**config.mk**
```make
export PLATFORM = sky130hd
export DESIGN_NAME = regfile_wb_arbiter
export DESIGN_NICKNAME = d
export VERILOG_FILES = /design/src/rtl/regfile_wb_arbiter.sv
export SDC_FILE = /design/constraint.sdc
export NUM_CORES = 1
export LEC_CHECK = 0
export ABC_AREA = 1
export CORE_MARGIN = 10
export CORE_UTILIZATION = 48
export CTS_BUF_LIST = sky130_fd_sc_hd__clkbuf_8
export DETAILED_ROUTE_END_ITERATION = 6
export PLACE_DENSITY = 0.83
export SYNTH_ARGS = -nofsm -noshare
export SYNTH_HDL_FRONTEND = slang
export SYNTH_SLANG_ARGS = --single-unit
```
**constraint.sdc**
```tcl
create_clock -name clk -period 1.8 [get_ports clk]
set_clock_uncertainty 0.1 [all_clocks]
set_input_delay 0.18 -clock clk [delete_from_list [all_inputs] [get_ports clk]]
set_output_delay 0.18 -clock clk [all_outputs]
set_load 0.01 [all_outputs]
```
**src/rtl/regfile_wb_arbiter.sv**
```systemverilog
// rtl/regfile_wb_arbiter.sv - round-robin write-back arbiter with pending-write scoreboard
// Optional macro WB_BYPASS_EN adds same-cycle forwarding of the write port to the source queries.
module regfile_wb_arbiter #(
  parameter int NREG = 32,
  parameter int AW   = 5,
  parameter int DW   = 32
) (
  input  logic          clk,
  input  logic          rst,
  input  logic          req0_valid,
  output logic          req0_ready,
  input  logic [AW-1:0] req0_reg,
  input  logic [DW-1:0] req0_data,
  input  logic          req1_valid,
  output logic          req1_ready,
  input  logic [AW-1:0] req1_reg,
  input  logic [DW-1:0] req1_data,
  input  logic          iss_valid,
  input  logic [AW-1:0] iss_reg,
  input  logic [AW-1:0] q1_reg,
  input  logic [AW-1:0] q2_reg,
  output logic          q1_busy,
  output logic          q2_busy,
  output logic          wr,
  output logic [AW-1:0] wreg,
  output logic [DW-1:0] wdata
`ifdef WB_BYPASS_EN
  ,
  output logic          q1_fwd_hit,
  output logic [DW-1:0] q1_fwd_data,
  output logic          q2_fwd_hit,
  output logic [DW-1:0] q2_fwd_data
`endif
);

  logic            r_ptr;
  logic            r_wr;
  logic [AW-1:0]   r_wreg;
  logic [DW-1:0]   r_wdata;
  logic [NREG-1:0] r_busy;

  logic            w_xfer0;
  logic            w_xfer1;
  logic            w_xfer;
  logic [AW-1:0]   w_sel_reg;
  logic [DW-1:0]   w_sel_data;
  logic [NREG-1:0] w_busy_nxt;
  logic            w_q1_hit;
  logic            w_q2_hit;

  // Ready depends only on the other requester and the pointer, so at most one transfer per cycle.
  assign req0_ready = !(req1_valid && r_ptr);
  assign req1_ready = !(req0_valid && !r_ptr);

  assign w_xfer0    = req0_valid && req0_ready;
  assign w_xfer1    = req1_valid && req1_ready;
  assign w_xfer     = w_xfer0 || w_xfer1;
  assign w_sel_reg  = w_xfer1 ? req1_reg  : req0_reg;
  assign w_sel_data = w_xfer1 ? req1_data : req0_data;

  always_ff @(posedge clk) begin
    if (rst) begin
      r_ptr   <= 1'b0;
      r_wr    <= 1'b0;
      r_wreg  <= '0;
      r_wdata <= '0;
    end else if (w_xfer) begin
      r_ptr <= w_xfer0;
      // Writes to register 0 are absorbed: handshake completes but the port stays idle.
      r_wr  <= (w_sel_reg != '0);
      if (w_sel_reg != '0) begin
        r_wreg  <= w_sel_reg;
        r_wdata <= w_sel_data;
      end
    end else begin
      r_wr <= 1'b0;
    end
  end

  // Clear applied before set so a newly issued instruction keeps ownership of its register.
  always_comb begin
    w_busy_nxt = r_busy;
    if (r_wr) begin
      w_busy_nxt[r_wreg] = 1'b0;
    end
    if (iss_valid && (iss_reg != '0)) begin
      w_busy_nxt[iss_reg] = 1'b1;
    end
    w_busy_nxt[0] = 1'b0;
  end

  always_ff @(posedge clk) begin
    if (rst) begin
      r_busy <= '0;
    end else begin
      r_busy <= w_busy_nxt;
    end
  end

`ifdef WB_BYPASS_EN
  assign w_q1_hit    = r_wr && (r_wreg == q1_reg) && (q1_reg != '0);
  assign w_q2_hit    = r_wr && (r_wreg == q2_reg) && (q2_reg != '0);
  assign q1_fwd_hit  = w_q1_hit;
  assign q2_fwd_hit  = w_q2_hit;
  assign q1_fwd_data = r_wdata;
  assign q2_fwd_data = r_wdata;
`else
  assign w_q1_hit = 1'b0;
  assign w_q2_hit = 1'b0;
`endif

  assign q1_busy = r_busy[q1_reg] && !w_q1_hit;
  assign q2_busy = r_busy[q2_reg] && !w_q2_hit;

  assign wr    = r_wr;
  assign wreg  = r_wreg;
  assign wdata = r_wdata;

endmodule

```
==> results of run 1 <==
per-stage QoR:
| step | area (um2) | setup slack (ps) | util [%] | setup TNS [ps] | std cells |
|---|---|---|---|---|---|
| 5_1_grt | 6080 | -19.2 | 73.6 | -21.4 | 912 |
| 4_1_cts | 6000 | -69.7 | 72.7 | -69.7 | 912 |
| 3_5_place_dp | 5770 | -535 | 69.9 | -9330 | 896 |
| 3_3_place_gp | 5770 | -559 | 69.9 | -8170 | 896 |
| 2_1_floorplan | 4080 | 242 | - | 0 | 647 |
| 6_report | 6080 | 58.7 | 73.6 | 0 | 912 |
layout make-up:
class	instances	area [um2]
Clock inverter	7	90.1
Fill cell	660	2180
Sequential cell	70	1420
Inverter	36	145
Clock buffer	9	124
Timing Repair Buffer	178	1750
Multi-Input combinational cell	507	2420
Tap cell	105	131
how the worst min path moves through the flow:
stage	slack, ps	endpoint	cells past startpoint
6_report	370	r_busy[6]	2
2_1_floorplan	280	r_busy[1]	3
3_3_place_gp	360	wdata[19]	2
3_5_place_dp	370	r_busy[4]	2
4_1_cts	370	r_busy[4]	2
5_1_grt	410	wdata[29]	2
cells by family after synthesis:
logic type / count (synthesis)
compound gates: 101
buf+inv: 70
flops: 70
simple gates: 406
critical path, delay by kind of cell (launching register included):
family | cells | cell delay (ps)
AO/OA/AOI/OAI | 2 | 250
buffers and inverters | 1 | 120
flip-flops | 1 | 370
AND/OR/NAND/NOR | 6 | 390
flip-flops by register name, indices dropped and copies added, names as in the netlist:
signal  flops
wr          1
wreg        5
wdata      32
r_busy     31
r_ptr       1
cells in the final DEF, fill, tap and decap left out, types with 2 or more instances in the layout:
master / Yosys / routed
o31ai_1: 6 / 4
nor2_1: 75 / 75
dfxtp_2: 0 / 16
bufinv_16: 0 / 2
clkbuf_8: 0 / 9
nand2_2: 2 / 6
a21oi_1: 48 / 45
buf_12: 0 / 6
inv_2: 1 / 5
nand3_1: 69 / 69
nand3b_1: 34 / 34
inv_1: 31 / 28
buf_6: 7 / 3
buf_4: 1 / 35
nor2_2: 11 / 11
clkinv_2: 0 / 4
a21oi_2: 0 / 3
nor3_1: 12 / 12
clkdlybuf4s50_1: 0 / 127
o211ai_1: 4 / 4
o31ai_2: 0 / 2
nand2_1: 200 / 194
o21ai_0: 41 / 36
o21ai_1: 0 / 4
dlygate4sd2_1: 0 / 5
dfxtp_1: 70 / 54
nand2_4: 2 / 3
power breakdown:
group	switching (mW)	internal (mW)
registers	0.0754	1.65
clock network	0.602	0.773
logic	0.586	0.600
metal layers:
layer	wire, um	track usage, %	up-vias
met1	5870	25.1	2231
li1	-	-	2419
met2	6900	36.4	243
met5	0	0	-
met3	1490	8.68	45
met4	569	10.1	0
what timing repair did:
action | 4_1_cts | 5_1_grt
buffers inserted | 0 | 0
resized for setup | 31 | 32
hold endpoints to repair | 0 | 0
hold buffers | 0 | 0
pin swaps | 4 | 7
setup endpoints to repair | 15 | 39
==> flow_metrics.tcl, run 1 <==
set metrics [dict create \
    vias_per_cell 5.41 \
    area_delta_synth_final_pct 49.0 \
    max_slew.worst_pin.slew_ps 497 \
    muxShareOfSynthArea_pct 0 \
    leakage_nw 2.64 \
    cts.sinks 70 \
    synthTopCellsByCount "nand2_1 (200), nor2_1 (75), dfxtp_1 (70)" \
    overflow 0 \
    final_max_slew_viol_count 0 \
    globalplace.congestion 0.983 \
    crit_top_cell "nand2_1" \
    yosys.area_share.simple_pct 44.2 \
    fp-row-count 33 \
    yosysWarnings 0 \
    grt_max_degree 37 \
    finalNetCount 896 \
    status "finished clean" \
    yosys.cell_types.count 25 \
    cp-start-kind "flip-flop" \
    synthDominantCellAreaShare_pct 34.4 \
    synth-xor-area-share_pct 0 \
    async_reset_ff_share_pct 0 \
    dr.pass1.iters 5 \
    diodes 0 \
    fp.dieArea_um2 12600 \
    hold_start "r_busy[6]" \
    die_h_um 112 \
    rsz0062_at_grt "yes" \
    initialDrtViolationCount 290 \
    synth_compound_area_share_pct 13.4 \
    cpPeakStageDelay_ps 370 \
    grt_antenna_before_repair 0 \
    synthAdderAreaFrac_pct 0 \
    hold_class "reg2reg" \
    cp-end-kind "output pin" \
    syn_inst 647 \
    drcViolationCount 0 \
    path_max_fanout 3 \
    ys.flop_type "dfxtp_1" \
    initial_core_util_pct 49.4 \
    clkLatencyLatePin_ps 340 \
    routed-via-count 4938 \
    synth-seq-area-share_pct 34.4 \
    fmax_mhz 574 \
    ir_drop_v 0.000463 \
    die_x_um 112 \
    critPathLaunch "r_busy[27]" \
    drive_above_1_share_pct 14.1 \
    wire_per_inst_um 16.3 \
    holdWs_ps 375 \
    cp_cell_sequence "nand2_1 > nand3_1 > nand2_1 > a21oi_1 > o31ai_2 > nand2_1 > nand2_1 > nand2_1 > buf_2" \
    h-tree-depth 3 \
    synth_top_family_by_area "simple AND/OR/NAND/NOR gates" \
    yosysMostFrequentCell "nand2_1" \
    cts-buffers-inserted 9 \
    fin_crit_sh_pct 96.7 \
    syn_area_per_cell_um2 6.30 \
    cp_slowest_cell "dfxtp_1" \
    final.min_clock_period_ps 1740 \
    r2r_start "r_ptr" \
    drt-total-wl_um 14800 \
    r2r_cells 8 \
    power_density_nw_per_um2 705 \
    rr_endpoint "wreg[0]" \
    slew_headroom_pct 66.6 \
    core-area_um2 8260 \
    grt_pass1_wl_um 23600 \
    synth_area_leader_cell "dfxtp_1" \
    cp.arrival_ps 1460 \
    cap_viol_max_count 0 \
    setup_violations 0 \
    path_class "reg2out" \
    hold_viol_final 0 \
    place_hpwl_um 11500 \
    port_buffers 135 \
    grt_pass1_vias 4875 \
    synth.area.top_cells "dfxtp_1 (34%), nand2_1 (18%), nand3_1 (8.5%)" \
    grt_use_total_pct 22.3 \
    cts_tree "done" \
    r2r_slack_ps 150 \
    power_mw 4.28 \
    cts_root_buffer "clkbuf_8" \
    clock_path_buffers 2 \
    path_clk_slew_ps 70 \
    synth_seq_cells 70 \
    synth_nets 741 \
    ant_nets 0 \
    ioPinCount 136 \
    worstPathRequired_ps 1520 \
    syn_area_um2 4080 \
    worstSetupEndpoint "q1_busy" \
    synth_edf_count 0 \
]
Note: power is estimated with default switching activity, not from simulation.
==> run 2: changes to the inputs <==
- TNS_END_PERCENT: default -> 30
==> results of run 2 <==
The final DEF is identical to that of run 1; final timing and power are the same.
